`config.mk`:
```
export PLATFORM = sky130hd
export DESIGN_NAME = req_sync_arbiter
export DESIGN_NICKNAME = d
export VERILOG_FILES = /design/src/rtl/req_sync_arbiter.sv
export SDC_FILE = /design/constraint.sdc
export NUM_CORES = 1
export LEC_CHECK = 0
export CAP_MARGIN = 15
export CORE_MARGIN = 2
export CORE_UTILIZATION = 54
export CTS_BUF_LIST = sky130_fd_sc_hd__clkbuf_8
export CTS_CLUSTER_SIZE = 25
export DETAILED_ROUTE_END_ITERATION = 12
export MAX_ROUTING_LAYER = met4
export PLACE_DENSITY = 0.77
export SYNTH_ARGS = -nofsm -noshare
export SYNTH_HDL_FRONTEND = slang
export SYNTH_SLANG_ARGS = --single-unit
```
`constraint.sdc`:
```
create_clock -name clk -period 2.3 [get_ports clk]
set_input_delay 0.69 -clock clk [delete_from_list [all_inputs] [get_ports clk]]
set_output_delay 0.69 -clock clk [all_outputs]
set_load 0.01 [all_outputs]
```
`src/rtl/req_sync_arbiter.sv`:
```
// Round-robin arbiter for a single-owner resource shared by N requesters whose
// request lines are asynchronous to clk; includes a hold-time watchdog with lockout.
module req_sync_arbiter #(
    parameter int unsigned N        = 4,
    parameter logic [15:0] MAX_HOLD = 16'd1000,
    localparam int unsigned IDW     = $clog2(N)
) (
    input  logic           clk,
    input  logic           reset,
    input  logic [N-1:0]   req,
    output logic [N-1:0]   grant,
    output logic [IDW-1:0] grant_id,
    output logic           busy,
    output logic           timeout
);

    typedef enum logic [1:0] {
        IDLE    = 2'd0,
        GRANT   = 2'd1,
        RELEASE = 2'd2
    } state_t;

    state_t         state;
    logic [N-1:0]   s1;
    logic [N-1:0]   req_s;
    logic [N-1:0]   lock;
    logic [N-1:0]   elig;
    logic [IDW-1:0] ptr;
    logic [15:0]    hold_cnt;
    logic           pick_valid;
    logic [IDW-1:0] pick_idx;
    logic [IDW-1:0] idx;

    assign elig = req_s & ~lock;

    // Scan downward so the eligible requester closest to ptr is the one left standing.
    always_comb begin
        pick_valid = 1'b0;
        pick_idx   = '0;
        idx        = '0;
        for (int off = int'(N) - 1; off >= 0; off--) begin
            idx = IDW'((int'(ptr) + off) % int'(N));
            if (elig[idx]) begin
                pick_valid = 1'b1;
                pick_idx   = idx;
            end
        end
    end

    always_ff @(posedge clk or posedge reset) begin
        if (reset) begin
            state    <= IDLE;
            s1       <= '0;
            req_s    <= '0;
            lock     <= '0;
            ptr      <= '0;
            hold_cnt <= '0;
            grant    <= '0;
            grant_id <= '0;
            busy     <= 1'b0;
            timeout  <= 1'b0;
        end else begin
            s1      <= req;
            req_s   <= s1;
            timeout <= 1'b0;
            // A lock persists only while the synchronized request stays high.
            lock    <= lock & req_s;
            case (state)
                IDLE: begin
                    if (pick_valid) begin
                        grant    <= N'(1) << pick_idx;
                        grant_id <= pick_idx;
                        busy     <= 1'b1;
                        hold_cnt <= '0;
                        state    <= GRANT;
                    end
                end
                GRANT: begin
                    if (!req_s[grant_id]) begin
                        grant <= '0;
                        busy  <= 1'b0;
                        state <= RELEASE;
                    end else if ((MAX_HOLD != 16'd0) && (hold_cnt == MAX_HOLD - 16'd1)) begin
                        grant          <= '0;
                        busy           <= 1'b0;
                        timeout        <= 1'b1;
                        lock[grant_id] <= 1'b1;
                        state          <= RELEASE;
                    end else if (hold_cnt != 16'hFFFF) begin
                        hold_cnt <= hold_cnt + 16'd1;
                    end
                end
                RELEASE: begin
                    ptr   <= (grant_id == IDW'(N - 1)) ? '0 : grant_id + IDW'(1);
                    state <= IDLE;
                end
                default: state <= IDLE;
            endcase
        end
    end

endmodule

```
# Word level (Yosys, flattened, before mapping)
# Index checks and enable logic that the tools add are counted.
[op_classes]
n_mux = 44
addsub = 5
bitwise = 4
order_cmp = 6
eq_ne = 10
n_shift = 1
reduce_logical = 7
[op_table]
columns = ["cell", "count"]
rows = [
  ["$mux 16", 4],
  ["$pmux 16 s2", 1],
  ["$mux 4", 6],
  ["$add 16x1->16 const B", 1],
  ["$eq 16x10->1 const B", 1],
  ["$mux 1", 16],
  ["$mux 2", 8],
  ["$ne 16x16->1 const B", 1],
  ["$lt 2x3->1 const B", 5],
  ["$bmux 1 s2", 5],
  ["$and 4x4->4", 2],
  ["$ne 2x2->1 const B", 4],
  ["$pmux 4 s2", 1],
  ["$reduce_and 5->1", 1],
  ["$add 2x1->2 const B", 2],
  ["$add 2x2->2 const B", 2],
  ["$eq 2x2->1 const B", 2],
  ["$not 4->4", 1],
  ["$or 4x4->4", 1],
  ["$pmux 2 s2", 1],
  ["$reduce_and 2->1", 2],
  ["$shl 1x2->4 const A", 1],
  ["$ne 3x3->1 const B", 1],
  ["$reduce_and 3->1", 1],
  ["7 further kinds", 7],
]
[totals]
input_bits = 6
regBits = 40
output_inout_bits = 8
elab_cells = 87

# Depth between registers and ports, before layout
# Gate-level depths: netlist of run 1.
[depth]
word_depth = 11
depth_mapped = 8
depth_no_buf = 6

# Least setup slack after synthesis of run 1
# No wires, ideal clock.
[synth_timing]
path_type = "reg-to-reg"
startpoint = "reg hold_cnt[0]"
endpoint = "reg hold_cnt[15]"
path_buffers = 0
slack_ns = 0.114
t_required_ns = 2.180
synth_period_minus_slack_ns = 2.186
setup_time_ns = 0.120
arrival_ns = 2.066
path_stages_with_launch = 7
path_cell_list = "dfrtp_1 ha_1 and4_2 a2111oi_2 nor4b_1 a31oi_1 a41o_2"
[synth_via]
elab_chain_len = 5
elab_cells_between_ends = 10
classes_between = "1 x add/sub; 4 x eq/ne; 4 x mux; 1 x reduce/logical"
[synth_lines]
columns = ["item", "line", "source"]
rows = [
  ["start: declaration", "29", "logic [15:0] hold_cnt;"],
  ["start signal: assignment", "90", "hold_cnt <= hold_cnt + 16'd1;"],
  ["$add 16x1->16", "90", ""],
  ["$mux 16", "89", "end else if (hold_cnt != 16'hFFFF) begin"],
  ["$mux 16", "83", "end else if ((MAX_HOLD != 16'd0) && (hold_cnt == MAX_HOLD - 16'd1)) begin"],
  ["$mux 16", "79", "if (!req_s[grant_id]) begin"],
  ["$pmux 16 s2", "68", "case (state)"],
]
# Several ways; a longest one is shown, not always the timed one. The select of a mux whose other input is x is not followed.
# A chain may end at the register's enable or synchronous reset.

# Worst setup path after layout of run 1
# Same ends and word-level chain as after synthesis.

==> summary.md, run 1 <==
| Metric | Value |
|---|---|
| Leakage | 1.03 nW |
| Die W | 64.9 um |
| Antenna Nets Post-Route | 0 |
| Post-route cell area | 2330 um^2 |
| Initial antenna violation count | 0 |
| Num Clock Sinks | 40 |
| Routed wire per std cell | 15.8 um |
| CP Data Required Time | 2.49 ns |
| Sequential share of the synthesized area | 50.0% |
| Synth warn | 0 |
| Unrepaired setup endpoints after global routing | false |
| Tmin final | 2.21 ns |
| Crit Path Max Fanout | 5 |
| Number of global-route vias before repair | 1480 |
| Fillers | 270 |
| R2R Setup Slk | 0.09 ns |
| F_max | 0.452 GHz |
| Max Cap Viol | 0 |
| Post-Synth Adder-Cell Area | 3.75% |
| Core box area | 3610 um^2 |
| FF-to-FF path depth | 7 |
| Simple-Gate Fraction of Synth Area | 21.4% |
| Status | complete, no violations |
| Hold worst-path end | req_s[0] |
| First-pass GRT wire length | 6910 um |
| Clock Skew | 0.00575 ns |
| Inserted Clock Buffers | 5 |
| Initial core utilization | 55.5% |
| Worst-skew pair later-pin latency | 0.30 ns |
| Hold Vio Cnt, Final | 0 |
| Final slew viol count | 0 |
| DPL Wire Length | 2830 um |
| Drt total wl | 4070 um |
| Die Ht | 64.9 um |
| Initial DRC Count | 119 |
| Area leader, netlist | dfrtp_1 |
| Port Buf Inserts | 13 |
| Most frequently used flop master after synthesis | dfrtp_1 |
| Crit. End Element | flip-flop |
| Post-synthesis net count | 202 |
| Via count | 1567 |
| Synth Area per Inst | 10.5 um^2 |
| Sw Pwr | 0.000771 W |
| Post-placement cell area | 2190 um^2 |
| Layout area overhead | 16.3% |
| Post-synth top area share | 50.0% |
| TNS Setup | 0 ns |
| Synth Area in Compound Gates | 16.3% |
| Layout cells sized above 1 | 12.0% |
| Clk slew on worst S/H paths | 0.08 ns |
| Post-synth EDFFs | 0 |
| Residual DRC | 0 |
| Pre-antenna DRT Iters | 4 |
| Post-layout nets | 220 |
| Most common cell after layout, fill and taps aside | dfrtp_1 |
| Slew margin rel. | 45.9% |
| Final Wtd Congestion | 0.908 |
| Switching part of the total | 33.8% |
| Yosys reg bits | 40 |
| Synthesized area | 2000 um^2 |
| Std-Cell Rows | 22 |
| H-tree depth | 2 |
| Worst hold start | s1[0] |
| Comb power frac | 31.8% |
| Worst hold stages | 0 |
| Io pins | 14 |
| Peak supply drop | 0.583 mV |
| Die footprint | 4210 um^2 |
| Worst slew pin tran | 0.811 ns |
| Congestion Overflow GR | 0 |
| Mux contribution to synthesized area | 5.25% |
| Pin count of the biggest net entering global routing | 41 |
| Hold Crit Class | flip-flop to flip-flop |
| Cts hold-fix bufs | 0 |
| XOR/XNOR share of the synthesized area | 0.438% |
| Root buf cell | clkbuf_8 |
| Clock share of power | 27.5% |
| FF-to-FF End | hold_cnt[15] |
| Critical path class | flip-flop to flip-flop |
| Period utilisation layout | 96.3% |
| Share of power burned in registers | 40.7% |
| CTS tree | yes |
| Ys async rst share | 100% |
| Largest family of logic cells by synthesized area | simple AND/OR/NAND/NOR gates |
| Netlist cell types | 47 |
| Overall Power | 0.00228 W |
| DR vias/cell | 6.10 |
| CP Data Arrival Time | 2.40 ns |
| Commonest cells after routing, fill and taps aside | 39 x dfrtp_1, 26 x nand2_1, 13 x clkdlybuf4s50_1, 9 x nor2_1 |
| Cell-internal power | 0.00151 W |
| Dominant cells by area after synthesis | dfrtp_1 50%, nand2_1 4.9%, ha_1 3.8% |
| Clock Tree Buf Depth | 2 |
| Reg-to-Reg Start | hold_cnt[0] |
| Pwr Density | 981 nW/um^2 |
| Setup violators final | 0 |
| ANT cells | 0 |
| Post-Syn Instances | 190 |
| Critical Path Source Type | flip-flop |
| Overall routing resource usage | 22.4% |
[metal layers]
layer	track usage (%)	up-vias	part of all wire, %
met4	8.51	0	2.1
li1	-	745	-
met5	-	-	0
met2	36.9	38	49
met1	26.8	775	44
met3	5.38	9	5.3
[worst max path at each step]
stage                      from      endpoint  slack (ns)  cells past startpoint
global placement    hold_cnt[0]  hold_cnt[15]        0.17                      7
finish              hold_cnt[0]  hold_cnt[15]        0.09                      7
global route        hold_cnt[0]   hold_cnt[9]        0.01                      6
CTS                 hold_cnt[0]  hold_cnt[15]        0.05                      7
floorplan           hold_cnt[0]  hold_cnt[15]        0.11                      6
detailed placement  hold_cnt[0]  hold_cnt[15]        0.10                      7
[power by group through the flow]
stage	Combinational (W)	Clock [W]	Sequential, W
after detailed placement	0.000721	0	0.000945
after floorplan	0.000466	0	0.000941
after CTS	0.000726	0.000637	0.000928
final	0.000726	0.000627	0.000930
after global routing	0.000805	0.000670	0.000952
after global placement	0.000699	0	0.000933
[repair_timing]
action,CTS,global route
setup endpoints to repair,0,2
endpoints found under the hold margin,0,0
resized for setup,0,4
setup buffers,0,0
[registers in the layout, summed over array words and instances, names as in the netlist]
signal    count
req_s         4
s1            4
grant_id      2
hold_cnt     16
ptr           2
lock          4
busy          1
timeout       1
state         2
grant         4
[layout make-up]
| cell class | count | area [um^2] | share of cell area [%] |
|---|---|---|---|
| sequential | 40 | 1000 | 43.1 |
| multi-input combinational | 137 | 955 | 41.0 |
| timing repair buffer | 16 | 153 | 6.56 |
| clock buffer | 7 | 96.3 | 4.14 |
| tap | 48 | 60.1 | 2.58 |
| clock inverter | 1 | 30.0 | 1.29 |
| inverter | 8 | 30.0 | 1.29 |
[stage by stage]
step | utilization [%] | hold WS, ns | std cells | setup WS [ns]
after global placement | 60.6 | 0.333 | 249 | 0.168
after floorplan | - | 0.331 | 190 | 0.114
after CTS | 64.1 | 0.348 | 257 | 0.0525
after detailed placement | 60.6 | 0.336 | 249 | 0.104
after global routing | 64.5 | 0.354 | 257 | 0.0118
final | 64.5 | 0.346 | 257 | 0.0855
[synthesized netlist by cell type, types with 2 or more instances]
library cell / count
dfrtp_1: 40
nand2_1: 26
nor2_1: 9
inv_1: 8
o21ai_0: 8
nand3_1: 7
ha_1: 6
mux2i_1: 6
nand2b_1: 6
a21oi_1: 4
a22o_1: 4
mux2_2: 4
nand4_1: 4
o31ai_1: 4
o32ai_1: 4
a31oi_1: 3
a41o_1: 3
clkbuf_1: 3
nor2b_1: 3
nor3b_1: 3
nor4b_1: 3
o21a_1: 3
and3_1: 2
and4_1: 2
o211ai_1: 2
or4_1: 2
[logic make-up (layout without fill, tap and decap cells)]
logic type      Yosys count  in the layout
buf+inv                  13             32
simple gates             77             77
mux                      10             10
compound gates           43             43
flops                    40             40
fa+ha+maj                 6              6
xor+xnor                  1              1
[worst max-delay path: stages, from the launching register on]
cell	delay, ns
dfrtp_2	0.44
ha_1	0.23
and4_2	0.26
a2111oi_2	0.42
nor4b_2	0.27
buf_4	0.17
a31oi_1	0.08
a41o_2	0.24
Power figures use the tool's default switching activity.
==> inputs of run 2 (changes only) <==
--- a/config.mk
+++ b/config.mk
@@ -6,7 +6,6 @@
 export NUM_CORES = 1
 export LEC_CHECK = 0
 export CAP_MARGIN = 15
-export CORE_MARGIN = 2
 export CORE_UTILIZATION = 54
 export CTS_BUF_LIST = sky130_fd_sc_hd__clkbuf_8
 export CTS_CLUSTER_SIZE = 25
==> run 2 against run 1 <==
Sequential share of layout area grew 0.25 points. Largest power group unchanged. Global-route usage grew 2.4 points. Utilization grew 2.6 points. Count of clock-buffer cells in the layout shrank 2. Total power shrank 1.6%. Hold slack gained 0.0060 ns. Critical endpoint unchanged. Combinational power grew 4.5%. Sequential power is essentially flat. Final area shrank 0.70%.
==> summary.md, run 2 (synthesized netlist as in run 1, its figures left out) <==
| Metric | Value |
|---|---|
| CP Data Arrival Time | 2.38 ns |
| ANT cells | 0 |
| Overall routing resource usage | 24.8% |
| First-pass GRT wire length | 7310 um |
| Clock Tree Buf Depth | 2 |
| Clock Skew | 0.00274 ns |
| Number of global-route vias before repair | 1561 |
| Antenna Nets Post-Route | 0 |
| Post-layout nets | 222 |
| Crit. End Element | flip-flop |
| Post-route cell area | 2310 um^2 |
| Residual DRC | 0 |
| CP bufs+invs | 0 |
| Overall Power | 0.00225 W |
| Std-Cell Rows | 21 |
| Tmin final | 2.20 ns |
| Layout Utilization | 67.1% |
| Final Wtd Congestion | 0.975 |
| Num Clock Sinks | 40 |
| Inserted Clock Buffers | 5 |
| Commonest cells after routing, fill and taps aside | 40 x dfrtp_1, 26 x nand2_1, 13 x clkdlybuf4s50_1, 9 x nor2_1 |
| Number of flip-flops in the largest register | 16 |
| Most common cell after layout, fill and taps aside | dfrtp_1 |
| Max Cap Viol | 0 |
| Routed wire per std cell | 16.3 um |
| Setup violators final | 0 |
| Die Ht | 62.9 um |
| DPL Wire Length | 2990 um |
| Fillers | 268 |
| CP Data Required Time | 2.48 ns |
| TNS Setup | 0 ns |
| Initial DRC Count | 121 |
| Initial core utilization | 58.1% |
| Cts hold-fix bufs | 0 |
| Peak supply drop | 0.736 mV |
| H-tree depth | 2 |
| Most flop-heavy register | hold_cnt |
| Io pins | 14 |
| Final slew viol count | 0 |
| F_max | 0.455 GHz |
| Layout area overhead | 15.4% |
| Layout cells sized above 1 | 11.4% |
| Port Buf Inserts | 13 |
| Critical-path top delay cell | dfrtp_1 |
| Slew margin rel. | 43.5% |
| Core box area | 3440 um^2 |
| CP delay by family, top | compound AO/OA/AOI/OAI gates |
| Period utilisation layout | 95.5% |
| CTS tree | yes |
| Critical path class | flip-flop to flip-flop |
| Via count | 1562 |
| Worst-skew pair later-pin latency | 0.29 ns |
| Worst slew pin tran | 0.848 ns |
| Leakage | 1.03 nW |
| Clk slew on worst S/H paths | 0.08 ns |
| Hold Vio Cnt, Final | 0 |
| Congestion Overflow GR | 0 |
| Post-placement cell area | 2200 um^2 |
| Die footprint | 3950 um^2 |
| Initial antenna violation count | 0 |
| Crit-path max cell delay | 0.43 ns |
| DR vias/cell | 6.08 |
| Status | complete, no violations |
| Pin count of the biggest net entering global routing | 41 |
| Hold Crit Class | flip-flop to flip-flop |
| Pwr Density | 973 nW/um^2 |
| Critical Path Source Type | flip-flop |
| Post-CTS Setup Inserts | 0 |
| Crit Path Max Fanout | 5 |
| Unrepaired setup endpoints after global routing | false |
| Drt total wl | 4190 um |
| Pre-antenna DRT Iters | 4 |
| Die W | 62.9 um |
| Critical-path cell list | ha_1 -> and4_2 -> a2111oi_2 -> nor4b_1 -> a31oi_1 -> a41o_2 |
| Root buf cell | clkbuf_8 |
| Post_cts resized | 0 |
[run 2: path summary, 6_finish.rpt]
path	startpoint	endpoint	slack [ns]	cells past startpoint
worst min register to register	s1[2]	req_s[2]	0.35	0
worst max register to register	hold_cnt[0]	hold_cnt[15]	0.10	6
worst max-delay path	hold_cnt[0]	hold_cnt[15]	0.10	6
max in group asynchronous	reset	hold_cnt[4]	1.15	3
min in group asynchronous	reset	s1[2]	0.82	3
worst min-delay path	s1[2]	req_s[2]	0.35	0
[run 2: stage by stage]
| stage | setup WS, ns | instances | hold WS [ns] |
|---|---|---|---|
| floorplan | 0.114 | 190 | 0.331 |
| global placement | 0.192 | 249 | 0.335 |
| detailed placement | 0.132 | 249 | 0.336 |
| CTS | 0.101 | 257 | 0.356 |
| global route | 0.00525 | 257 | 0.358 |
| finish | 0.103 | 257 | 0.352 |
[run 2: power breakdown]
group / internal [W] / switching (W)
combinational: 0.000321 / 0.000437
clock: 0.000321 / 0.000241
sequential: 0.000815 / 0.000112
[run 2: cell type report]
type / count / area [um^2] / area share, %
Clock buffer: 5 / 68.8 / 2.98
Clock inverter: 3 / 42.5 / 1.84
Inverter: 8 / 30.0 / 1.30
Multi-Input combinational cell: 137 / 942 / 40.8
Sequential cell: 40 / 1000 / 43.3
Tap cell: 46 / 57.6 / 2.49
Timing Repair Buffer: 18 / 168 / 7.26
[run 2: metal layers]
metal	track usage [%]	vias up	routed length, um
li1	-	743	-
met1	31.6	762	1900
met2	37.9	47	1960
met3	6.57	10	236
met4	9.30	0	83
met5	-	-	0
[run 2: worst register-to-register path: stages, from the launching register on]
cell       delay [ns]
dfrtp_1          0.43
ha_1             0.24
and4_2           0.27
a2111oi_2        0.42
nor4b_1          0.37
a31oi_1          0.13
a41o_2           0.24
==> inputs of run 3 (changes only) <==
--- a/config.mk
+++ b/config.mk
@@ -6,12 +6,13 @@
 export NUM_CORES = 1
 export LEC_CHECK = 0
 export CAP_MARGIN = 15
-export CORE_UTILIZATION = 54
+export CORE_UTILIZATION = 55
 export CTS_BUF_LIST = sky130_fd_sc_hd__clkbuf_8
 export CTS_CLUSTER_SIZE = 25
 export DETAILED_ROUTE_END_ITERATION = 12
+export DONT_BUFFER_PORTS = 1
 export MAX_ROUTING_LAYER = met4
-export PLACE_DENSITY = 0.77
+export PLACE_DENSITY = 0.73
 export SYNTH_ARGS = -nofsm -noshare
 export SYNTH_HDL_FRONTEND = slang
 export SYNTH_SLANG_ARGS = --single-unit
==> run 3 against run 2 <==
Cell count decreased by 5.4%. Clock skew increased by 0.0019 ns. Register-to-register slack got worse by 0.02 ns. Total power decreased by 1.8%. Fmax decreased by 1.0%. Count of clock-buffer cells in the layout increased by 1. Critical endpoint is now hold_cnt[9]. Highest routed layer unchanged.
==> summary.md, run 3 (synthesized netlist as in run 1, its figures left out) <==
| Metric | Value |
|---|---|
| Std-Cell Rows | 21 |
| Crit Path Max Fanout | 6 |
| Most flop-heavy register | hold_cnt |
| Die W | 62.3 um |
| Status | complete, no violations |
| Hold Vio Cnt, Final | 0 |
| Final slew viol count | 0 |
| Layout cells sized above 1 | 13.7% |
| Initial core utilization | 58.6% |
| FF-to-FF path depth | 6 |
| Post-route cell area | 2210 um^2 |
| Share of power burned in registers | 43.2% |
| Pin count of the biggest net entering global routing | 41 |
| DR vias/cell | 6.20 |
| Drt total wl | 4250 um |
| Port Buf Inserts | 0 |
| Number of flip-flops in the largest register | 16 |
| Most common cell after layout, fill and taps aside | dfrtp_1 |
| Leakage | 0.988 nW |
| Reg area | 1000 um^2 |
| Worst slew pin tran | 0.857 ns |
| Critical path class | flip-flop to flip-flop |
| Root buf cell | clkbuf_8 |
| Io pins | 14 |
| Fillers | 288 |
| Layout Utilization | 64.6% |
| Via count | 1506 |
| First-pass GRT wire length | 6750 um |
| CP Data Arrival Time | 2.45 ns |
| Commonest cells after routing, fill and taps aside | 40 x dfrtp_1, 26 x nand2_1, 9 x nor2_1, 8 x inv_1, 8 x o21ai_0 |
| CP Data Required Time | 2.53 ns |
| Worst-skew pair later-pin latency | 0.30 ns |
| Clock share of power | 27.2% |
| Die Ht | 62.3 um |
| FF-to-FF End | hold_cnt[9] |
| Hold worst-path end | req_s[2] |
| Pwr Density | 1000 nW/um^2 |
| Routed wire per std cell | 17.5 um |
| Critical-path cell list | ha_1 -> and4_2 -> nand4_1 -> or4b_4 -> or3_1 -> a21oi_1 |
| CTS tree | yes |
| Initial DRC Count | 86 |
| Period utilisation layout | 96.5% |
| Worst hold start | s1[2] |
| H-tree depth | 2 |
| ANT cells | 0 |
| Comb power frac | 29.6% |
| Antenna Nets Post-Route | 0 |
| Crit-path max cell delay | 0.53 ns |
| Clk slew on worst S/H paths | 0.08 ns |
| Switching part of the total | 36.1% |
| Crit. End Element | flip-flop |
| Critical-path top delay cell | or4b_4 |
| Max Cap Viol | 0 |
| DPL Wire Length | 2820 um |
| Congestion Overflow GR | 0 |
| Inserted Clock Buffers | 5 |
| Hold Crit Class | flip-flop to flip-flop |
| F_max | 0.450 GHz |
| Die footprint | 3880 um^2 |
| Overall routing resource usage | 23.7% |
| Initial antenna violation count | 0 |
| Core box area | 3420 um^2 |
| Cell-internal power | 0.00141 W |
| Critical Path Source Type | flip-flop |
| Worst hold stages | 0 |
| Pre-antenna DRT Iters | 4 |
| Post-layout nets | 208 |
| Number of global-route vias before repair | 1430 |
| Layout area overhead | 10.3% |
| Reg-to-Reg Start | hold_cnt[0] |
| Clock Skew | 0.00468 ns |
| Sw Pwr | 0.000798 W |
| Post-placement cell area | 2060 um^2 |
| Slew margin rel. | 42.9% |
| Final Wtd Congestion | 0.997 |
| Clock Tree Buf Depth | 2 |
| R2R Setup Slk | 0.08 ns |
| Residual DRC | 0 |
| Setup violators final | 0 |
| Post-CTS Setup Inserts | 0 |
| Peak supply drop | 0.687 mV |
| Tmin final | 2.22 ns |
| Num Clock Sinks | 40 |
| Area of the multi-input gates | 966 um^2 |
-- run 3: worst max-delay path by stage --
stage | startpoint | to | slack (ns) | cells past startpoint
floorplan | hold_cnt[0] | hold_cnt[15] | 0.11 | 6
global placement | grant_id[1] | hold_cnt[8] | 0.17 | 5
detailed placement | grant_id[1] | hold_cnt[8] | 0.12 | 5
CTS | hold_cnt[0] | hold_cnt[15] | 0.1 | 6
global route | hold_cnt[0] | hold_cnt[15] | -0.03 | 6
finish | hold_cnt[0] | hold_cnt[9] | 0.08 | 6
-- run 3: per-stage QoR --
| stage | worst slack, ns | total power, W | TNS (ns) | hold slack (ns) | std cells |
|---|---|---|---|---|---|
| 6_report | 0.0798 | 0.00221 | 0 | 0.350 | 243 |
| 3_3_place_gp | 0.168 | 0.00155 | 0 | 0.333 | 235 |
| 4_1_cts | 0.0953 | 0.00219 | 0 | 0.352 | 243 |
| 2_1_floorplan | 0.114 | 0.00141 | 0 | 0.331 | 190 |
| 5_1_grt | -0.0312 | 0.00232 | -0.0513 | 0.364 | 243 |
| 3_5_place_dp | 0.119 | 0.00159 | 0 | 0.335 | 235 |
-- run 3: timing repair --
action | in CTS | in global routing
hold buffers | 0 | 0
setup endpoints to repair | 0 | 5
resized for setup | 0 | 4
hold endpoints to repair | 0 | 0
-- run 3: worst max-delay path: cells and delay by family, from the launching register on --
kind	cells	cell delay, ns
DFF	1	0.44
AOI/OAI and AO/OA	1	0.14
adders and majority gates	1	0.25
and+or+nand+nor	4	1.32
-- run 3: metal layers --
layer  global-route usage [%]  vias to the layer above  wire, um
li1                         -                      715         -
met1                     32.0                      728      1990
met2                     32.6                       50      1890
met3                     8.82                       13       289
met4                     8.43                        0        74
met5                        -                        -         0
-- run 3: final cells by class --
cell class	instances	area share, %
Tap cell	46	2.61
Timing Repair Buffer	4	1.36
Clock inverter	2	1.76
Inverter	8	1.36
Multi-Input combinational cell	137	43.8
Clock buffer	6	3.74
Sequential cell	40	45.4
-- run 3: power by group through the flow --
stage	combinational [W]	sequential (W)	clock, W
floorplan	0.000466	0.000941	0
global placement	0.000597	0.000951	0
detailed placement	0.000628	0.000958	0
CTS	0.000629	0.000948	0.000610
global route	0.000717	0.000962	0.000639
finish	0.000654	0.000953	0.000601
